$ cat config.mk
export PLATFORM = sky130hd
export DESIGN_NAME = reset_seq
export DESIGN_NICKNAME = d
export VERILOG_FILES = /design/src/rtl/reset_seq.sv
export SDC_FILE = /design/constraint.sdc
export NUM_CORES = 1
export LEC_CHECK = 0
export CELL_PAD_IN_SITES_DETAIL_PLACEMENT = 1
export CELL_PAD_IN_SITES_GLOBAL_PLACEMENT = 2
export CORE_MARGIN = 1.5
export CORE_UTILIZATION = 34
export DETAILED_ROUTE_END_ITERATION = 12
export PLACE_DENSITY_LB_ADDON = 0.1
export SLEW_MARGIN = 20
export SYNTH_ARGS = -nofsm -noshare
export SYNTH_HDL_FRONTEND = slang
export SYNTH_SLANG_ARGS = --single-unit
$ cat constraint.sdc
create_clock -name clk -period 2.25 [get_ports clk]
set_clock_uncertainty 0.1 [all_clocks]
set_input_delay 0.225 -clock clk [delete_from_list [all_inputs] [get_ports clk]]
set_output_delay 0.225 -clock clk [all_outputs]
set_load 0.05 [all_outputs]
$ cat src/rtl/reset_seq.sv
// Reset sequencer: synchronizes rstb release, holds all channels in reset,
// then releases them one by one in ascending order with a fixed gap.
//
// state   | meaning
// RESET   | waiting for synchronized release, all channels held
// HOLD    | hold timer running, all channels held
// RELEASE | gap timer running between successive channel releases
// DONE    | every channel released
module reset_seq #(
  parameter int SYNC_STAGES = 2,
  parameter int NUM_CH      = 4,
  parameter int HOLD_CYCLES = 16,
  parameter int GAP_CYCLES  = 4
) (
  input  logic              clk,
  input  logic              rstb,
  input  logic              sw_rst,
  output logic [NUM_CH-1:0] ch_rstb,
  output logic              done,
  output logic              busy
);

  typedef enum logic [1:0] {RESET, HOLD, RELEASE, DONE} state_t;

  localparam logic [7:0] HOLD_LD = 8'(HOLD_CYCLES);
  localparam logic [7:0] GAP_LD  = 8'(GAP_CYCLES);

  logic [SYNC_STAGES-1:0] sync_q;
  logic                   rel;
  state_t                 state_q, state_d;
  logic [7:0]             hold_q, hold_d;
  logic [7:0]             gap_q, gap_d;
  logic [NUM_CH-1:0]      ch_d;
  logic [NUM_CH-1:0]      ch_shift;
  logic                   done_d;
  logic                   do_rel;

  always_ff @(posedge clk or negedge rstb) begin
    if (!rstb) sync_q <= '0;
    else       sync_q <= {sync_q[SYNC_STAGES-2:0], 1'b1};
  end

  assign rel      = sync_q[SYNC_STAGES-1];
  assign ch_shift = (ch_rstb << 1) | NUM_CH'(1);

  always_comb begin
    state_d = state_q;
    hold_d  = hold_q;
    gap_d   = gap_q;
    ch_d    = ch_rstb;
    done_d  = done;
    do_rel  = 1'b0;
    case (state_q)
      // The edge on which rel is first seen already counts as the first hold edge.
      RESET: begin
        if (rel) begin
          if (HOLD_LD == 8'd1) begin
            do_rel = 1'b1;
          end else begin
            state_d = HOLD;
            hold_d  = HOLD_LD - 8'd1;
          end
        end
      end
      HOLD: begin
        if (hold_q <= 8'd1) do_rel = 1'b1;
        else                hold_d = hold_q - 8'd1;
      end
      RELEASE: begin
        if (gap_q <= 8'd1) do_rel = 1'b1;
        else               gap_d  = gap_q - 8'd1;
      end
      default: ;
    endcase
    if (do_rel) begin
      ch_d   = ch_shift;
      hold_d = '0;
      if (&ch_shift) begin
        state_d = DONE;
        done_d  = 1'b1;
        gap_d   = '0;
      end else begin
        state_d = RELEASE;
        gap_d   = GAP_LD;
      end
    end
    if (sw_rst && state_q != RESET) begin
      state_d = HOLD;
      hold_d  = HOLD_LD;
      gap_d   = '0;
      ch_d    = '0;
      done_d  = 1'b0;
    end
  end

  always_ff @(posedge clk or negedge rstb) begin
    if (!rstb) begin
      state_q <= RESET;
      hold_q  <= '0;
      gap_q   <= '0;
      ch_rstb <= '0;
      done    <= 1'b0;
      busy    <= 1'b1;
    end else begin
      state_q <= state_d;
      hold_q  <= hold_d;
      gap_q   <= gap_d;
      ch_rstb <= ch_d;
      done    <= done_d;
      busy    <= ~done_d;
    end
  end

endmodule

==> summary.md, run 1 <==
| Metric | Value |
|---|---|
| Via count of the routed design | `between 1000 and 1500` |
| P_leak | `~0.80 nW` |
| DR vias/cell | `about 5.2` |
| Fillers | `slightly below 500` |
| Reg2Reg Depth | `6` |
| Ys Warns | `0` |
| Fmax | `about 470 MHz` |
| Clk buf depth | `2` |
| CP endpoint kind | `flip-flop` |
| Clock sink total | `26` |
| RePlAce Congestion | `approximately 0.77` |
| Post-synthesis sequential area ratio | `43.6%` |
| Area Overhead vs Synth | `19.2%` |
| Ports | `9` |
| First-pass GRT wire length | `approximately 6600 um` |
| Area of the multi-input gates | `773 sq um` |
| Sequential cell area | `between 600 and 700 sq um` |
| CTS tree | `done` |
| Nets | `between 150 and 200` |
| Final Max Tran Viols | `0` |
| Area contributors post-synth | `dfrtp_1 (42%), ha_1 (6.7%), nor2_1 (5.5%)` |
| Slew of the pin with the lowest slew margin | `about 0.5 ns` |
| Req. time, crit path | `2.33 ns` |
| Netlist cell types | `44` |
| Die height | `around 69 um` |
| Worst-Skew Late Latency | `about 0.28 ns` |
| Syn Inst Count | `155` |
| Drt first-iter violations | `30` |
| Peak supply drop | `between 0.0005 and 0.0006 V` |
| Grt ovf | `0` |
| Setup TNS | `0 ns` |
| Largest net degree at the start of global routing | `27` |
| Die area | `about 4800 sq um` |
| Critical Path Start Type | `flip-flop` |
| Final period utilization | `a little over nine tenths` |
| Initial Util | `between 30% and 40%` |
| Layout cell share with drive strength beyond 1 | `between 10% and 20%` |
| Endpoints failing setup | `0` |
| WS Path Type | `flip-flop to flip-flop` |
| Port Buffers | `8` |
| # diodes | `0` |
| Crit Path Max Fanout | `10` |
| Mean Syn Cell Area | `around 9.6 sq um` |
| Hold Vio Cnt, Final | `0` |
| Tmin final | `approximately 2.1 ns` |
| Seq cells post-synth | `26` |
| # DRC | `0` |
| Number of CTS-inserted buffers | `3` |
| Total core area | `4120 sq um` |
| Rows | `23` |
| Max-cap viol count | `0` |
| Post-Syn Nets | `between 150 and 200` |
| Worst Hold Class | `primary input to async pin` |
| Number of global-route vias before repair | `approximately 1400` |
| Cell Pwr Density | `~1300 nW/um^2` |
| Synthesized area | `about 1500 sq um` |
| DRT Wirelength | `~3600 um` |
| Die X | `69.3 um` |
| Setup bufs post-CTS | `0` |
| CTS root buf | `clkbuf_8` |
| Initial antenna violation count | `0` |
| Final antenna-violating net count | `0` |
| Post-DP HPWL | `approximately 2500 um` |
| Cell type with the largest total area after synthesis | `dfrtp_1` |
| DR WL/cell | `approximately 16 um` |
| H-Tree Depth | `1` |
| Clock-pin slew on the worst setup and hold paths | `0.10 ns` |
| RSZ-0062 raised after global routing | `no` |
| Drt pass-1 iters | `4` |
| Rel. slew slack | `66.6%` |
| Yosys top cell area share | `41.8%` |
| CP arrival | `~2.2 ns` |
| Layout Utilization | `about 43%` |
| Status | `finished, final reports clean` |
| GRT Total Usage | `16.8%` |
placed cells by master, fill, tap and decap left out, types with 2 or more instances in the layout:
master           count
clkdlybuf4s50_1      8
clkbuf_8             3
dfrtp_1             25
mux2i_1              3
ha_1                 8
nand2b_1             2
xor2_1               5
nand2_1             10
xnor2_1              2
nand3_1              4
o21ai_0              5
a31oi_1              2
nor2b_1              2
nor2_1              21
nor3_1               6
inv_1                9
buf_4               13
a21oi_1             14
nor4_1               3
metal layers:
layer,global-route usage (%),share of wire [%]
met1,21.1,45
met2,28.7,51
met3,3.34,2.5
met4,5.88,1.4
met5,0,0
critical path: stages, from the launching register on:
cell	delay (ns)
dfrtp_1	0.42
or4_4	0.58
nor4_4	0.25
a32o_2	0.25
buf_6	0.17
a21oi_1	0.07
o22a_1	0.20
registers in the layout (all words and copies together) (netlist names):
signal	cells
hold_q	8
gap_q	8
sync_q	2
ch_rstb	4
busy	1
state_q	2
done	1
where the power goes:
part	switching (mW)	internal, mW
clock network	0.164	0.239
logic	0.648	0.523
registers	0.0959	0.560
total	0.908	1.32
logic make-up (layout without fill, tap and decap cells):
logic type | count (synthesis) | after routing | synth area share [%]
AOI/OAI and AO/OA | 34 | 34 | 15.3
xor gates and xnor gates | 7 | 7 | 4.10
adders and majority gates | 8 | 8 | 6.69
buffers and inverters | 15 | 35 | 6.61
DFF | 26 | 26 | 43.6
muxes | 3 | 3 | 2.01
other | 1 | 1 | 0.251
and+or+nand+nor | 61 | 61 | 21.4
per-stage QoR:
| step | total power, mW | worst slack (ns) | hold slack (ns) | cell area [sq um] | std cells |
|---|---|---|---|---|---|
| floorplan | 1.43 | 0.149 | -0.171 | 1500 | 155 |
| global placement | 1.74 | 0.0574 | 0.234 | 1680 | 221 |
| detailed placement | 1.77 | 0.0249 | 0.239 | 1680 | 221 |
| CTS | 2.21 | 0.0215 | 0.225 | 1760 | 225 |
| global route | 2.42 | 0.0159 | 0.241 | 1780 | 225 |
| finish | 2.23 | 0.105 | 0.205 | 1780 | 225 |
final cells by class:
class                      instances  share of cell area (%)
clock buffer                       3                    2.32
clock inverter                     1                    1.69
inverter                           9                    1.90
multi-input combinational        114                    43.4
sequential                        26                    36.6
tap                               50                    3.51
timing repair buffer              22                    10.6
what timing repair did:
action,4_1_cts,5_1_grt
gates resized for setup,1,7
setup endpoints to repair,5,11
hold buffers,0,0
cells in the mapped netlist, drive strengths merged:
library cell / number
clkbuf: 1
or2: 1
nor3b: 1
a32o: 1
nor3: 6
inv: 9
o21a: 1
xor2: 5
mux2i: 3
o21ai: 7
nand4: 1
nor4: 4
o22a: 1
o311a: 1
a311oi: 1
a31oi: 2
and2b: 1
a21oi: 14
xnor2: 2
and2: 2
buf: 5
conb: 1
or4: 1
nand2b: 3
dfrtp: 25
or4bb: 1
a2bb2oi: 1
ha: 8
dfstp: 1
nand2: 10
a311o: 1
nor2b: 2
o41a: 1
a211oi: 2
nand3: 4
nor2: 22
o31a: 1
or3: 2
path summary, 6_finish.rpt:
check                      startpoint        end  slack [ns]
max in group asynchronous        rstb       busy        1.54
hold / removal                   rstb   gap_q[7]        0.21
min in group clk            sync_q[0]  sync_q[1]        0.26
setup reg to reg             gap_q[5]  hold_q[4]        0.10
setup / recovery             gap_q[5]  hold_q[4]        0.10
hold reg to reg             sync_q[0]  sync_q[1]        0.26
Note: power is estimated with default switching activity, not from simulation.
==> run 2, diff against run 1 <==
ABC_AREA = 1   (was unset)
CORE_UTILIZATION = 32   (was 34)
==> run 2 against run 1 <==
Against the previous run:
- clock-buffer cell count is 1 higher
- first-iteration DRC count rose by 6.7%
- core utilization shrank 5.6 points
- die area is 10% higher
- cell area is 0.77% lower
- critical path depth shrank 5
- critical path type is now flip-flop to primary output
- largest power group unchanged
- highest routed layer unchanged
==> summary.md, run 2 <==
| Metric | Value |
|---|---|
| Final antenna-violating net count | `0` |
| Status | `finished, final reports clean` |
| # DRC | `0` |
| Clk buf depth | `2` |
| Drt first-iter violations | `32` |
| Rows | `25` |
| Mean Syn Cell Area | `8.06 sq um` |
| Slew of the pin with the lowest slew margin | `0.497 ns` |
| Netlist cell types | `26` |
| Worst slack, placed | `around 0.39 ns` |
| Die X | `~73 um` |
| First-pass GRT wire length | `roughly 6400 um` |
| CP Depth | `1` |
| Async SR Flop Fraction | `100%` |
| DRT Wirelength | `approximately 3700 um` |
| Post-DP HPWL | `2910 um` |
| Final Max Tran Viols | `0` |
| Max-cap viol count | `0` |
| Non-filler cells, final | `260` |
| Area Overhead vs Synth | `13.7%` |
| CP arrival | `about 1.6 ns` |
| Fmax | `between 500 and 600 MHz` |
| Drt pass-1 iters | `4` |
| Ys Warns | `0` |
| Worst Setup Slack, final | `0.331 ns` |
| Top post-synthesis cells by count | `nand2_1 (41), dfrtp_1 (25), inv_1 (25)` |
| Area post-placement | `~1700 sq um` |
| Hold Vio Cnt, Final | `0` |
| Synthesized area | `around 1600 sq um` |
| Number of global-route vias before repair | `between 1000 and 1500` |
| CTS tree | `done` |
| Max incr delay on CP | `0.79 ns` |
| Dominant synthesized flop cell | `dfrtp_1` |
| Most common cell after layout, fill and taps aside | `nand2_1` |
| Layout cell share with drive strength beyond 1 | `~15%` |
| Critical Path Start Type | `flip-flop` |
| Initial Util | `33.1%` |
| Post-Syn Nets | `slightly above 200` |
| Initial antenna violation count | `0` |
| Final period utilization | `between 80% and 90%` |
| WS Path Type | `flip-flop to primary output` |
| CP Cell Sequence | `clkdlybuf4s50_1` |
| CTS root buf | `clkbuf_8` |
| Critical path's slowest cell | `clkdlybuf4s50_1` |
| Worst Hold Class | `primary input to async pin` |
| Req. time, crit path | `approximately 1.9 ns` |
| Most common cell in the netlist | `nand2_1` |
| Cell Pwr Density | `between 1000 and 1500 nW/um^2` |
| CTS Hold Bufs | `0` |
| Grt ovf | `0` |
| Top Registers | `gap_q: 8 flops, hold_q: 8 flops, ch_rstb: 4 flops` |
| DR vias/cell | `4.78` |
| CP endpoint kind | `primary output` |
| Via count of the routed design | `between 1000 and 1500` |
| Total core area | `about 4700 sq um` |
| Fillers | `586` |
| Largest net degree at the start of global routing | `27` |
| Crit Path Max Fanout | `1` |
| Cell type with the largest total area after synthesis | `dfrtp_1` |
| Buf/Inv on CP | `1` |
| # diodes | `0` |
| Finished Cell Area | `about 1800 sq um` |
| Area contributors post-synth | `dfrtp_1 (40%), nand2_1 (9.9%), ha_1 (6.4%)` |
| Nets | `218` |
| RePlAce Congestion | `0.764` |
| Endpoints failing setup | `0` |
| Setup TNS | `0 ns` |
| Yosys top cell area share | `between 40% and 50%` |
| Family with the most delay on the worst path | `buffers and inverters` |
| Number of CTS-inserted buffers | `3` |
| Peak supply drop | `0.000422 V` |
| GRT Total Usage | `between 10% and 20%` |
| Clock sink total | `26` |
| Post-synthesis sequential area ratio | `a little over two fifths` |
| Syn Inst Count | `slightly below 200` |
| Inst Count DP | `about 260` |
| Die height | `about 73 um` |
| Tmin final | `between 1.5 and 2 ns` |
| Clock-pin slew on the worst setup and hold paths | `roughly 0.10 ns` |
| Die area | `between 5000 and 6000 sq um` |
| H-Tree Depth | `1` |
| Most frequent cells in the layout | `nand2_1 (41), inv_1 (25), dfrtp_1 (25)` |
| Worst-Skew Late Latency | `approximately 0.27 ns` |
| Reg2Reg Depth | `9` |
| Rel. slew slack | `about two thirds` |
| RSZ-0062 raised after global routing | `no` |
| Number of synthesized flops with an enable pin | `0` |
| Seq cells post-synth | `26` |
| P_leak | `0.885 nW` |
| Port Buffers | `8` |
| Ports | `9` |
| Setup bufs post-CTS | `0` |
| DR WL/cell | `14.1 um` |
| Post-cts sizing count | `0` |
==> run 2: cell types whose count changed after synthesis, sizes merged, moves of 3 or more <==
cell and change:
mux2i -3, nand4 +3, nand3 +10, nand2b -3, nand2 +47, nor2 +5
nor4 -4, buf -4, a21oi -9, inv +18
==> run 2: stage by stage <==
| stage | utilization [%] | total power, mW | hold slack [ns] |
|---|---|---|---|
| after CTS | 37.7 | 2.39 | 0.229 |
| after global placement | 36.5 | 2.03 | 0.233 |
| after floorplan | - | 1.72 | -0.171 |
| after detailed placement | 36.5 | 2.07 | 0.247 |
| after global routing | 37.7 | 2.58 | 0.259 |
| final | 37.7 | 2.35 | 0.221 |
==> run 2: path summary, 6_finish.rpt <==
path	from	to	slack, ns
worst max-delay path	busy	busy	0.33
worst min-delay path	rstb	ch_rstb[0]	0.22
worst max register to register	gap_q[0]	hold_q[4]	0.40
worst min register to register	sync_q[0]	sync_q[1]	0.28
max in group asynchronous	rstb	busy	1.53
min in group clk	sync_q[0]	sync_q[1]	0.28
==> run 2: cells by family (layout without fill, tap and decap cells) <==
logic type	count (synthesis)	count (layout)	share of synthesized area [%]
other	1	1	0.241
buffers and inverters	28	41	7.00
adders and majority gates	8	8	6.44
AOI/OAI and AO/OA	14	14	4.67
DFF	26	26	41.9
and+or+nand+nor	110	110	36.4
xor gates and xnor gates	6	6	3.38
==> run 2: layout make-up <==
cell class | instances | area, sq um | share of cell area, %
Tap cell | 54 | 67.6 | 3.82
Multi-Input combinational cell | 139 | 795 | 44.9
Clock buffer | 4 | 55.1 | 3.11
Sequential cell | 26 | 652 | 36.9
Inverter | 27 | 104 | 5.87
Timing Repair Buffer | 10 | 95.1 | 5.38
==> run 2: worst register-to-register path: stages, from the launching register on <==
cell     delay [ns]
dfrtp_1        0.41
inv_1          0.10
ha_1           0.24
nor2_1         0.06
nor2_1         0.13
nand3_1        0.16
nand2_4        0.14
nand3_1        0.19
nand3_1        0.15
o21ai_1        0.07
==> run 2: routing by layer <==
layer | wire length, um | GRT usage, %
met1 | 1790 | 20.1
met2 | 1800 | 27.7
met3 | 57 | 2.21
met4 | 25 | 4.40
met5 | 0 | 0
==> run 2: power by group <==
part	leakage [nW]	switching (mW)	internal, mW	total (mW)
logic	0.516	0.931	0.450	1.38
registers	0.340	0.0860	0.571	0.657
clock network	0.0288	0.154	0.157	0.311
total	0.885	1.17	1.18	2.35
==> run 3, diff against run 2 <==
--- a/config.mk
+++ b/config.mk
@@ -13,5 +13,5 @@
 export DETAILED_ROUTE_END_ITERATION = 12
 export PLACE_DENSITY_LB_ADDON = 0.1
-export SLEW_MARGIN = 20
+export SLEW_MARGIN = 15
 export SYNTH_ARGS = -nofsm -noshare
 export SYNTH_HDL_FRONTEND = slang
--- a/constraint.sdc
+++ b/constraint.sdc
@@ -3,3 +3,3 @@
 set_input_delay 0.225 -clock clk [delete_from_list [all_inputs] [get_ports clk]]
 set_output_delay 0.225 -clock clk [all_outputs]
-set_load 0.05 [all_outputs]
+set_load 0.005 [all_outputs]
==> results of run 3 <==
Same layout as run 2 (identical final DEF). Status: finished, final reports clean.
Main changes from that run: setup slack after layout 0.331 ns -> 0.398 ns; start point of the critical path busy -> gap_q[0]; end point of the critical path busy -> hold_q[4]; total power 2.35 mW -> 2.31 mW; worst IR drop on VDD 0.000422 V -> 0.000420 V
